### src/rtl/datapath_pkg.sv
//==============================================================================
// datapath_pkg : bus source codes, enable-vector bit indices and ALU op codes
// Rev 1.0
//==============================================================================
`default_nettype none

package datapath_pkg;

    localparam logic [3:0] SRC_NONE = 4'd0;
    localparam logic [3:0] SRC_PC   = 4'd1;
    localparam logic [3:0] SRC_AR   = 4'd2;
    localparam logic [3:0] SRC_IR   = 4'd4;
    localparam logic [3:0] SRC_AC   = 4'd5;
    localparam logic [3:0] SRC_R    = 4'd6;
    localparam logic [3:0] SRC_R1   = 4'd7;
    localparam logic [3:0] SRC_R2   = 4'd8;
    localparam logic [3:0] SRC_R3   = 4'd9;
    localparam logic [3:0] SRC_R4   = 4'd10;
    localparam logic [3:0] SRC_DM   = 4'd12;
    localparam logic [3:0] SRC_IM   = 4'd13;

    localparam int unsigned WB_PC  = 1;
    localparam int unsigned WB_AR  = 2;
    localparam int unsigned WB_IR  = 3;
    localparam int unsigned WB_AC  = 4;
    localparam int unsigned WB_R   = 5;
    localparam int unsigned WB_R4  = 7;
    localparam int unsigned WB_R3  = 8;
    localparam int unsigned WB_R2  = 9;
    localparam int unsigned WB_R1  = 10;
    localparam int unsigned WB_DM  = 11;
    localparam int unsigned WB_ALU = 12;

    localparam logic [2:0] ALU_PASS = 3'd0;
    localparam logic [2:0] ALU_ADD  = 3'd1;
    localparam logic [2:0] ALU_SUB  = 3'd2;
    localparam logic [2:0] ALU_MUL  = 3'd3;
    localparam logic [2:0] ALU_LSH  = 3'd4;

endpackage

`default_nettype wire

### src/rtl/datapath_alu.sv
//==============================================================================
// alu : combinational ALU on AC and R, result truncated to DATA_W
// Rev 1.0
//==============================================================================
`default_nettype none

module alu
    import datapath_pkg::*;
#(
    parameter int DATA_W = 16
) (
    input  logic [DATA_W-1:0] a,
    input  logic [DATA_W-1:0] b,
    input  logic [2:0]        op,
    output logic [DATA_W-1:0] result
);

    always_comb begin
        result = a;
        case (op)
            ALU_ADD: result = a + b;
            ALU_SUB: result = a - b;
            ALU_MUL: result = a * b;
            ALU_LSH: result = a << 1;
            default: result = a;
        endcase
    end

endmodule

`default_nettype wire

### src/rtl/datapath.sv
//==============================================================================
// datapath : register file, shared bus, ALU and memory ports for the control FSM
// Rev 1.0
//==============================================================================
`default_nettype none

module datapath
    import datapath_pkg::*;
#(
    parameter int DATA_W = 16,
    parameter int ADDR_W = 10
) (
    input  logic              clk,
    input  logic              rst_n,
    input  logic [3:0]        read_en,
    input  logic [15:0]       write_en,
    input  logic [15:0]       inc_en,
    input  logic [15:0]       clr_en,
    input  logic [2:0]        alu_op,
    input  logic              end_process,
    input  logic [DATA_W-1:0] im_rdata,
    input  logic [DATA_W-1:0] dm_rdata,
    output logic [ADDR_W-1:0] im_addr,
    output logic [ADDR_W-1:0] dm_addr,
    output logic [DATA_W-1:0] dm_wdata,
    output logic              dm_we,
    output logic [5:0]        instruction,
    output logic [15:0]       z,
    output logic              done
);

    logic [ADDR_W-1:0] pc_q, pc_d, ar_q, ar_d;
    logic [DATA_W-1:0] ir_q, ir_d, ac_q, ac_d, r_q, r_d;
    logic [DATA_W-1:0] r1_q, r1_d, r2_q, r2_d, r3_q, r3_d, r4_q, r4_d;
    logic              done_q, done_d;

    logic [DATA_W-1:0] w_bus;
    logic              w_bus_valid;
    logic              w_bus_ok;
    logic              w_run;
    logic [DATA_W-1:0] w_alu;
    logic              w_unused;

    always_comb begin
        w_bus       = '0;
        w_bus_valid = 1'b1;
        case (read_en)
            SRC_PC:  w_bus = {{(DATA_W-ADDR_W){1'b0}}, pc_q};
            SRC_AR:  w_bus = {{(DATA_W-ADDR_W){1'b0}}, ar_q};
            SRC_IR:  w_bus = ir_q;
            SRC_AC:  w_bus = ac_q;
            SRC_R:   w_bus = r_q;
            SRC_R1:  w_bus = r1_q;
            SRC_R2:  w_bus = r2_q;
            SRC_R3:  w_bus = r3_q;
            SRC_R4:  w_bus = r4_q;
            SRC_DM:  w_bus = dm_rdata;
            SRC_IM:  w_bus = im_rdata;
            default: w_bus_valid = 1'b0;
        endcase
    end

    alu #(.DATA_W(DATA_W)) u_alu (
        .a      (ac_q),
        .b      (r_q),
        .op     (alu_op),
        .result (w_alu)
    );

    // Once halted every enable is masked; bus writes additionally need a valid source.
    assign w_run    = ~done_q;
    assign w_bus_ok = w_run & w_bus_valid;

    always_comb begin
        pc_d   = pc_q;
        ar_d   = ar_q;
        ir_d   = ir_q;
        ac_d   = ac_q;
        r_d    = r_q;
        r1_d   = r1_q;
        r2_d   = r2_q;
        r3_d   = r3_q;
        r4_d   = r4_q;
        done_d = done_q | end_process;

        if (w_run && clr_en[WB_PC])                pc_d = '0;
        else if (w_bus_ok && write_en[WB_PC])      pc_d = w_bus[ADDR_W-1:0];
        else if (w_run && inc_en[WB_PC])           pc_d = pc_q + ADDR_W'(1);

        if (w_run && clr_en[WB_AR])                ar_d = '0;
        else if (w_bus_ok && write_en[WB_AR])      ar_d = w_bus[ADDR_W-1:0];

        if (w_run && clr_en[WB_AC])                ac_d = '0;
        else if (w_run && write_en[WB_ALU])        ac_d = w_alu;
        else if (w_bus_ok && write_en[WB_AC])      ac_d = w_bus;
        else if (w_run && inc_en[WB_AC])           ac_d = ac_q + DATA_W'(1);

        if (w_bus_ok && write_en[WB_IR]) ir_d = w_bus;
        if (w_bus_ok && write_en[WB_R])  r_d  = w_bus;
        if (w_bus_ok && write_en[WB_R1]) r1_d = w_bus;
        if (w_bus_ok && write_en[WB_R2]) r2_d = w_bus;
        if (w_bus_ok && write_en[WB_R3]) r3_d = w_bus;
        if (w_bus_ok && write_en[WB_R4]) r4_d = w_bus;
    end

    always_ff @(posedge clk) begin
        if (!rst_n) begin
            pc_q   <= '0;
            ar_q   <= '0;
            ir_q   <= '0;
            ac_q   <= '0;
            r_q    <= '0;
            r1_q   <= '0;
            r2_q   <= '0;
            r3_q   <= '0;
            r4_q   <= '0;
            done_q <= 1'b0;
        end else begin
            pc_q   <= pc_d;
            ar_q   <= ar_d;
            ir_q   <= ir_d;
            ac_q   <= ac_d;
            r_q    <= r_d;
            r1_q   <= r1_d;
            r2_q   <= r2_d;
            r3_q   <= r3_d;
            r4_q   <= r4_d;
            done_q <= done_d;
        end
    end

    assign im_addr     = pc_q;
    assign dm_addr     = ar_q;
    assign dm_wdata    = w_bus;
    assign dm_we       = w_bus_ok & write_en[WB_DM];
    assign instruction = ir_q[5:0];
    assign z           = {15'b0, (ac_q == '0)};
    assign done        = done_q;

    assign w_unused = ^{write_en[15:13], write_en[6], write_en[0],
                        inc_en[15:5], inc_en[3:2], inc_en[0],
                        clr_en[15:5], clr_en[3], clr_en[0]};

endmodule

`default_nettype wire
### config.mk
export PLATFORM = sky130hd
export DESIGN_NAME = datapath
export DESIGN_NICKNAME = d
export VERILOG_FILES = /design/src/rtl/datapath_pkg.sv /design/src/rtl/datapath_alu.sv /design/src/rtl/datapath.sv
export SDC_FILE = /design/constraint.sdc
export NUM_CORES = 1
export LEC_CHECK = 0
export ABC_AREA = 1
export BUFFER_PORTS_ARGS = -buffer_cell sky130_fd_sc_hd__buf_2
export CAP_MARGIN = 10
export CORE_MARGIN = 3
export CORE_UTILIZATION = 55
export CTS_BUF_LIST = sky130_fd_sc_hd__clkbuf_2 sky130_fd_sc_hd__clkbuf_4 sky130_fd_sc_hd__clkbuf_8
export DETAILED_ROUTE_END_ITERATION = 12
export GPL_ROUTABILITY_DRIVEN = 0
export GPL_TIMING_DRIVEN = 0
export HOLD_SLACK_MARGIN = 0.06
export PLACE_DENSITY_LB_ADDON = 0.1
export SLEW_MARGIN = 30
export SYNTH_ARGS = -nofsm -noshare
export SYNTH_HDL_FRONTEND = slang
export SYNTH_SLANG_ARGS = --single-unit
### constraint.sdc
create_clock -name clk -period 6.8 [get_ports clk]
set_input_delay 0.68 -clock clk [delete_from_list [all_inputs] [get_ports clk]]
set_output_delay 0.68 -clock clk [all_outputs]
set_load 0.03 [all_outputs]
==> results.md, run 1 <==
- Clk_lat worst skew: 0.46 ns
- Ratio of cells with drive above 1 in the final layout: 12.5%
- ANT nets after route: 0
- Starting Density: 56.8%
- Core area: 22,100 sq um
- Io pins: 150
- Die Wd: 157 um
- Hold buffers post-CTS: 0
- Final setup fails: 0
- Leak: 7.47 nW
- Minimum period implied by the final worst setup slack: 6.22 ns
- Synth cell types: 53
- Commonest cells after routing, fill and taps aside: inv_1 (400), nand2_1 (336), a21oi_1 (169), o21ai_0 (160), dfxtp_1 (133)
- Row cnt: 54
- Die Y: 157 um
- Die area: 24,700 sq um
- Post-synthesis sequential area ratio: 21.2%
- Number of H-tree levels: 4
- WL/cell: 17.9 um
- Setup Skew: 0.0138 ns
- Setup Fix Bufs, Post-CTS: 0
- Largest net degree at the start of global routing: 17
- Initial drt markers: 1,305
- Setup crit end kind: flop
- Routed WL: 40,400 um
- Critical path type: flop to flop
- Vias in the first global route: 11,900
- Pins Over Slew Limit: 0
- Ys async rst share: 0%
- Hold Fails Final Rpt: 0
- Antenna diodes: 0
- Setup total negative slack: 0 ns
- Worst hold path class: input pin to flop
- Yosys synthesis warning count: 0
- Most common cell after layout, fill and taps aside: inv_1
- EDFF count, synth: 0
- Tot GR Track Use: 32.4%
- Tcrit/Tclk final: 91.4%
- Final hold slack: 0.424 ns
- CTS resizes: 0
- Detailed placement HPWL: 31,500 um
- Mapped Cells: 1,834
- First drt pass iteration count: 6
- Required @ worst endpoint: 7.15 ns
- Clock sink total: 133
- Gr ovfl total: 0
- Post-route DRC: 0
- Clock buffer count from CTS: 17
- VDD IR-drop max: 0.139 mV
- Fmax: 0.161 GHz
- Layout overhead on the synthesized area: 10.4%
- Max_cap viols: 0
- Most Frequent Cell on Critical Path: fa_1
- Cell Area, Synth: 12,500 sq um
- Area of the multi-input gates: 7790 sq um
- Reg-to-reg slack, setup: 0.58 ns
- Worst-path clk slew: 0.08 ns
- Data arrival, critical path: 6.57 ns
- PwrDens: 184 nW/um^2
- Slew HR: 48.7%
- Register area: 2660 sq um
- Synth Register Bits: 133
- Clock root cell: clkbuf_8
- Slew @ Worst Pin: 0.770 ns
- Vias/cell: 5.65
- CP max-delay cell: fa_1
- Syn avg cell area: 6.84 sq um
- Layout filler cell count: 2,091
- Crit-path max FO: 10
- CTS tree: built
- Nets: 2,208
- Largest stage delay, worst path: 0.58 ns
- Main flop type after synthesis: dfxtp_1
- Crit-path cells: clkbuf_1 > clkbuf_1 > nand2_1 > fa_1 > fa_1 > fa_1 > fa_1 > inv_1 > fa_1 > inv_1 > fa_1 > inv_1 > ha_1 > inv_1 > nor4_1 > nand3_1 > nand3_1 > a21oi_1 > o21ai_0 > nand3_1 > nand2_1 > a21oi_1
- Port bufs: 101
- Antenna violations before repair: 0
- RSZ-0062 raised after global routing: false
- Status: completed
- Startpoint Class: flop
- First-pass GRT wire length: 62,800 um
- Via count: 12,800
- CTS Buffer Depth: 2
-- path summary, 6_finish.rpt --
| path | end | startpoint | cells after the start |
|---|---|---|---|
| setup reg to reg | ac_q[14]$_SDFFE_PP0P_ | r_q[3]$_SDFFE_PN0P_ | 22 |
| hold reg to reg | done$_SDFF_PN0_ | done$_SDFF_PN0_ | 2 |
| setup / recovery | ac_q[14]$_SDFFE_PP0P_ | r_q[3]$_SDFFE_PN0P_ | 22 |
| hold / removal | done$_SDFF_PN0_ | end_process | 3 |
-- per-stage QoR --
step | util [%] | power (mW) | setup WS, ns | cell area [sq um] | std cells
final | 62.7 | 2.55 | 0.583 | 13800 | 2260
after global routing | 62.7 | 2.68 | 0.269 | 13800 | 2260
after CTS | 62.7 | 2.52 | 0.603 | 13800 | 2260
after detailed placement | 60.9 | 1.85 | 0.615 | 13500 | 2229
after global placement | 60.9 | 1.83 | 0.595 | 13500 | 2229
after floorplan | - | 1.56 | 1.53 | 12600 | 1848
-- cell type report --
type	instances	share of cell area, %
Clock buffer	18	1.79
Tap cell	280	2.53
Multi-Input combinational cell	1185	56.3
Clock inverter	13	1.07
Inverter	426	11.6
Sequential cell	133	19.2
Timing Repair Buffer	101	3.65
Buffer	104	3.90
-- state kept, by name (all words and copies together) (netlist names) --
register and cells:
r_q 16, ir_q 16, dm_addr 10, r1_q 16, r3_q 16, im_addr 10, done 1, ac_q 16
r4_q 16, r2_q 16
-- kinds of logic after synthesis --
logic type | count (synthesis) | synth area share [%]
AND/OR/NAND/NOR | 543 | 19.1
AO/OA/AOI/OAI | 442 | 20.3
other | 1 | 0.0299
XOR/XNOR | 34 | 2.37
multiplexers | 1 | 0.0898
flip-flops | 133 | 21.2
adder cells (fa/ha/maj) | 150 | 19.8
buffers and inverters | 530 | 17.1
-- power breakdown --
group	switching (mW)	internal [mW]
clock	0.348	0.339
sequential	0.0508	0.842
combinational	0.661	0.304
-- cells in the mapped netlist, drive strengths merged (3+ instances only) --
cell / n / area (sq um)
a21oi: 169 / 846
nand2: 346 / 1340
a22o: 11 / 96.3
a311oi: 3 / 26.3
inv: 423 / 1590
a211oi: 6 / 50.1
nand4: 10 / 62.6
or2: 6 / 37.5
nor4: 9 / 62.6
nor2: 70 / 315
a31oi: 14 / 103
dfxtp: 133 / 2660
o211ai: 12 / 90.1
fa: 81 / 1620
xor2: 32 / 280
o22ai: 20 / 125
clkbuf: 51 / 191
nor3: 17 / 123
ha: 69 / 863
clkinv: 3 / 12.5
o21bai: 4 / 30.0
nand3: 82 / 435
buf: 53 / 349
a221oi: 32 / 305
o21ai: 166 / 831
-- critical path, delay by kind of cell (launching register included) --
kind / cells / cell delay [ns]
AO/OA/AOI/OAI: 3 / 0.21
adder cells (fa/ha/maj): 7 / 3.44
buffers and inverters: 6 / 1.21
flip-flops: 1 / 0.31
AND/OR/NAND/NOR: 6 / 0.95
-- per-layer routing --
metal	share of wire [%]	vias to the layer above	wire [um]	GRT usage (%)
li1	-	6073	-	-
met1	40	5850	16200	41.4
met2	46	704	18700	54.3
met3	8.4	142	3400	4.92
met4	5.0	0	2020	14.4
met5	0	-	0	0
Power figures use the tool's default switching activity.
==> run 2: changes to the inputs <==
--- a/config.mk
+++ b/config.mk
@@ -16,6 +16,7 @@
 export GPL_TIMING_DRIVEN = 0
 export HOLD_SLACK_MARGIN = 0.06
 export PLACE_DENSITY_LB_ADDON = 0.1
+export REMOVE_ABC_BUFFERS = 1
 export SLEW_MARGIN = 30
 export SYNTH_ARGS = -nofsm -noshare
 export SYNTH_HDL_FRONTEND = slang
==> run 2 against run 1 <==
- sequential share of layout area up 0.75 points
- worst hold slack better by 0.0064 ns
- final cell count down 4.6%
- non-clock buffer count down 103
- critical path depth down 2
- combinational power down 15%
- count of clock-buffer cells in the layout unchanged
- sequential power up 8.5%
- setup slack better by 0.22 ns
- utilization down 2.2 points
- critical path type unchanged
- largest cell class unchanged
==> results.md, run 2 (synthesis gave the netlist of run 1 again) <==
- Status: completed
- Most common cell after layout, fill and taps aside: inv_1
- Routed WL: 37,100 um (-8.2%)
- Ratio of cells with drive above 1 in the final layout: 11.1% (-1.4 points)
- Pre-CTS WS: 0.826 ns (+0.211 ns)
- Required @ worst endpoint: 7.14 ns (about the same)
- Hold Path Origin: end_process
- Clock buffer count from CTS: 17 (unchanged)
- Area post-placement: 12,900 sq um (-3.9%)
- Antenna violations before repair: 0 (unchanged)
- Clk_lat worst skew: 0.45 ns (about the same)
- Row cnt: 54 (unchanged)
- Layout overhead on the synthesized area: 6.46%
- Clock root cell: clkbuf_8
- First-pass GRT wire length: 59,500 um (-5.3%)
- Die area: 24,700 sq um (unchanged)
- CTS tree: built
- Via count: 12,100 (-5.1%)
- Cells on worst reg2reg path: 20 (-9.1%)
- Minimum period implied by the final worst setup slack: 6.00 ns (-0.219 ns)
- VDD IR-drop max: 0.137 mV (-1.5%)
- First drt pass iteration count: 6 (unchanged)
- Clock sink total: 133 (unchanged)
- Hold Path Stages: 3 (unchanged)
- CTS Buffer Depth: 2 (unchanged)
- Post-route cell area: 13,400 sq um (-3.6%)
- Detailed placement HPWL: 27,200 um (-14%)
- Die Wd: 157 um (unchanged)
- DP Cell Count: 2,126 (-4.6%)
- Leak: 7.17 nW (-4.0%)
- Die Y: 157 um (unchanged)
- Max_cap viols: 0 (unchanged)
- Data arrival, critical path: 6.34 ns (-0.23 ns)
- Initial drt markers: 1,169 (-10%)
- Setup Skew: 0.0140 ns (+0.000219 ns)
- Nets: 2,105 (-4.7%)
- Fin util: 60.4% (-2.2 points)
- Hold Fails Final Rpt: 0 (unchanged)
- RSZ-0062 raised after global routing: false
- WL/cell: 17.2 um (-3.8%)
- Reg-to-reg startpoint: r_q[1]$_SDFFE_PN0P_
- Commonest cells after routing, fill and taps aside: inv_1 (399), nand2_1 (336), a21oi_1 (168), o21ai_0 (160), dfxtp_1 (129)
- Largest net degree at the start of global routing: 64 (+47)
- Gr ovfl total: 0 (unchanged)
- Tcrit/Tclk final: 88.2% (-3.2 points)
- Pins Over Slew Limit: 0 (unchanged)
- Slew HR: 30.8% (-18 points)
- Reg-to-reg slack, setup: 0.80 ns (+0.22 ns)
- PnR Total Power: 2.50 mW (-1.6%)
- Setup Fix Bufs, Post-CTS: 0 (unchanged)
- Number of H-tree levels: 4 (unchanged)
- Setup crit end kind: flop
- Core area: 22,100 sq um (unchanged)
- Starting Density: 56.8% (unchanged)
- Worst hold path class: input pin to flop
- Fin cells: 2,157 (-4.6%)
- Post-route DRC: 0 (unchanged)
- Setup total negative slack: 0 ns (unchanged)
- Reg2reg end: ac_q[14]$_SDFFE_PP0P_
- Final Worst Setup Slack: 0.802 ns (+0.219 ns)
- Crit-path max FO: 19 (+9)
- Startpoint Class: flop
- Fmax: 0.167 GHz (+3.7%)
- Worst-path clk slew: 0.08 ns (about the same)
- Final hold slack: 0.430 ns (+0.00636 ns)
- Antenna diodes: 0 (unchanged)
- CTS resizes: 0 (unchanged)
- WHS Endpoint: done$_SDFF_PN0_
- Hold buffers post-CTS: 0 (unchanged)
- Port bufs: 102 (+0.99%)
- Final setup fails: 0 (unchanged)
- Slew @ Worst Pin: 1.04 ns (+0.268 ns)
- PwrDens: 188 nW/um^2 (+2.0%)
- Io pins: 150 (unchanged)
- Tot GR Track Use: 30.2% (-2.2 points)
- Vias/cell: 5.62 (-0.62%)
- ANT nets after route: 0 (unchanged)
- Critical path type: flop to flop
- Vias in the first global route: 11,600 (-2.7%)
run 2: cell types whose count changed in the layout (fill, tap and decap cells not counted), moves of 4 or more:
cell      change
buf_2        -15
dfxtp_1       -4
dfxtp_2       +4
buf_6         -4
buf_4        -26
buf_1         -7
clkbuf_1     -51
run 2: layout make-up:
cell class	instances	area [sq um]
fillers	2127	8740
multi-input cells	1185	7800
flip-flops and latches	133	2670
inverters	426	1600
repair buffers	102	513
well taps	280	350
clock buffers	18	248
clock inverters	13	173
run 2: worst max path at each step:
stage	slack, ns	cells past startpoint	startpoint	to
finish	0.80	20	r_q[1]$_SDFFE_PN0P_	ac_q[14]$_SDFFE_PP0P_
global route	0.47	20	r_q[1]$_SDFFE_PN0P_	ac_q[14]$_SDFFE_PP0P_
CTS	0.81	20	r_q[1]$_SDFFE_PN0P_	ac_q[14]$_SDFFE_PP0P_
detailed placement	0.83	20	r_q[1]$_SDFFE_PN0P_	ac_q[14]$_SDFFE_PP0P_
global placement	0.75	20	r_q[2]$_SDFFE_PN0P_	ac_q[14]$_SDFFE_PP0P_
floorplan	1.65	20	r_q[1]$_SDFFE_PN0P_	ac_q[14]$_SDFFE_PP0P_
run 2: layer usage:
layer | part of all wire [%] | global-route usage [%]
met1 | 41 | 39.2
met3 | 7.6 | 3.63
met5 | 0 | 0
met2 | 47 | 50.7
met4 | 4.5 | 13.3
run 2: critical path, cell delays in order, from the launching register on:
cell and delay (ns):
dfxtp_1 0.92, nand2_1 0.18, fa_1 0.55, fa_1 0.58, fa_1 0.46, fa_1 0.54, inv_1 0.05, fa_1 0.48
inv_1 0.06, fa_1 0.48, inv_1 0.04, ha_1 0.37, inv_1 0.08, nor4_1 0.36, nand3_1 0.11, nand3_1 0.11
a21oi_1 0.06, o21ai_0 0.14, nand3_1 0.15, nand2_1 0.09, a21oi_1 0.08
run 2: power breakdown:
group	leakage (nW)	total, mW	internal (mW)	switching (mW)
logic	5.88	0.820	0.271	0.548
registers	1.09	0.969	0.843	0.127
clock network	0.199	0.715	0.376	0.340
total	7.17	2.50	1.49	1.01
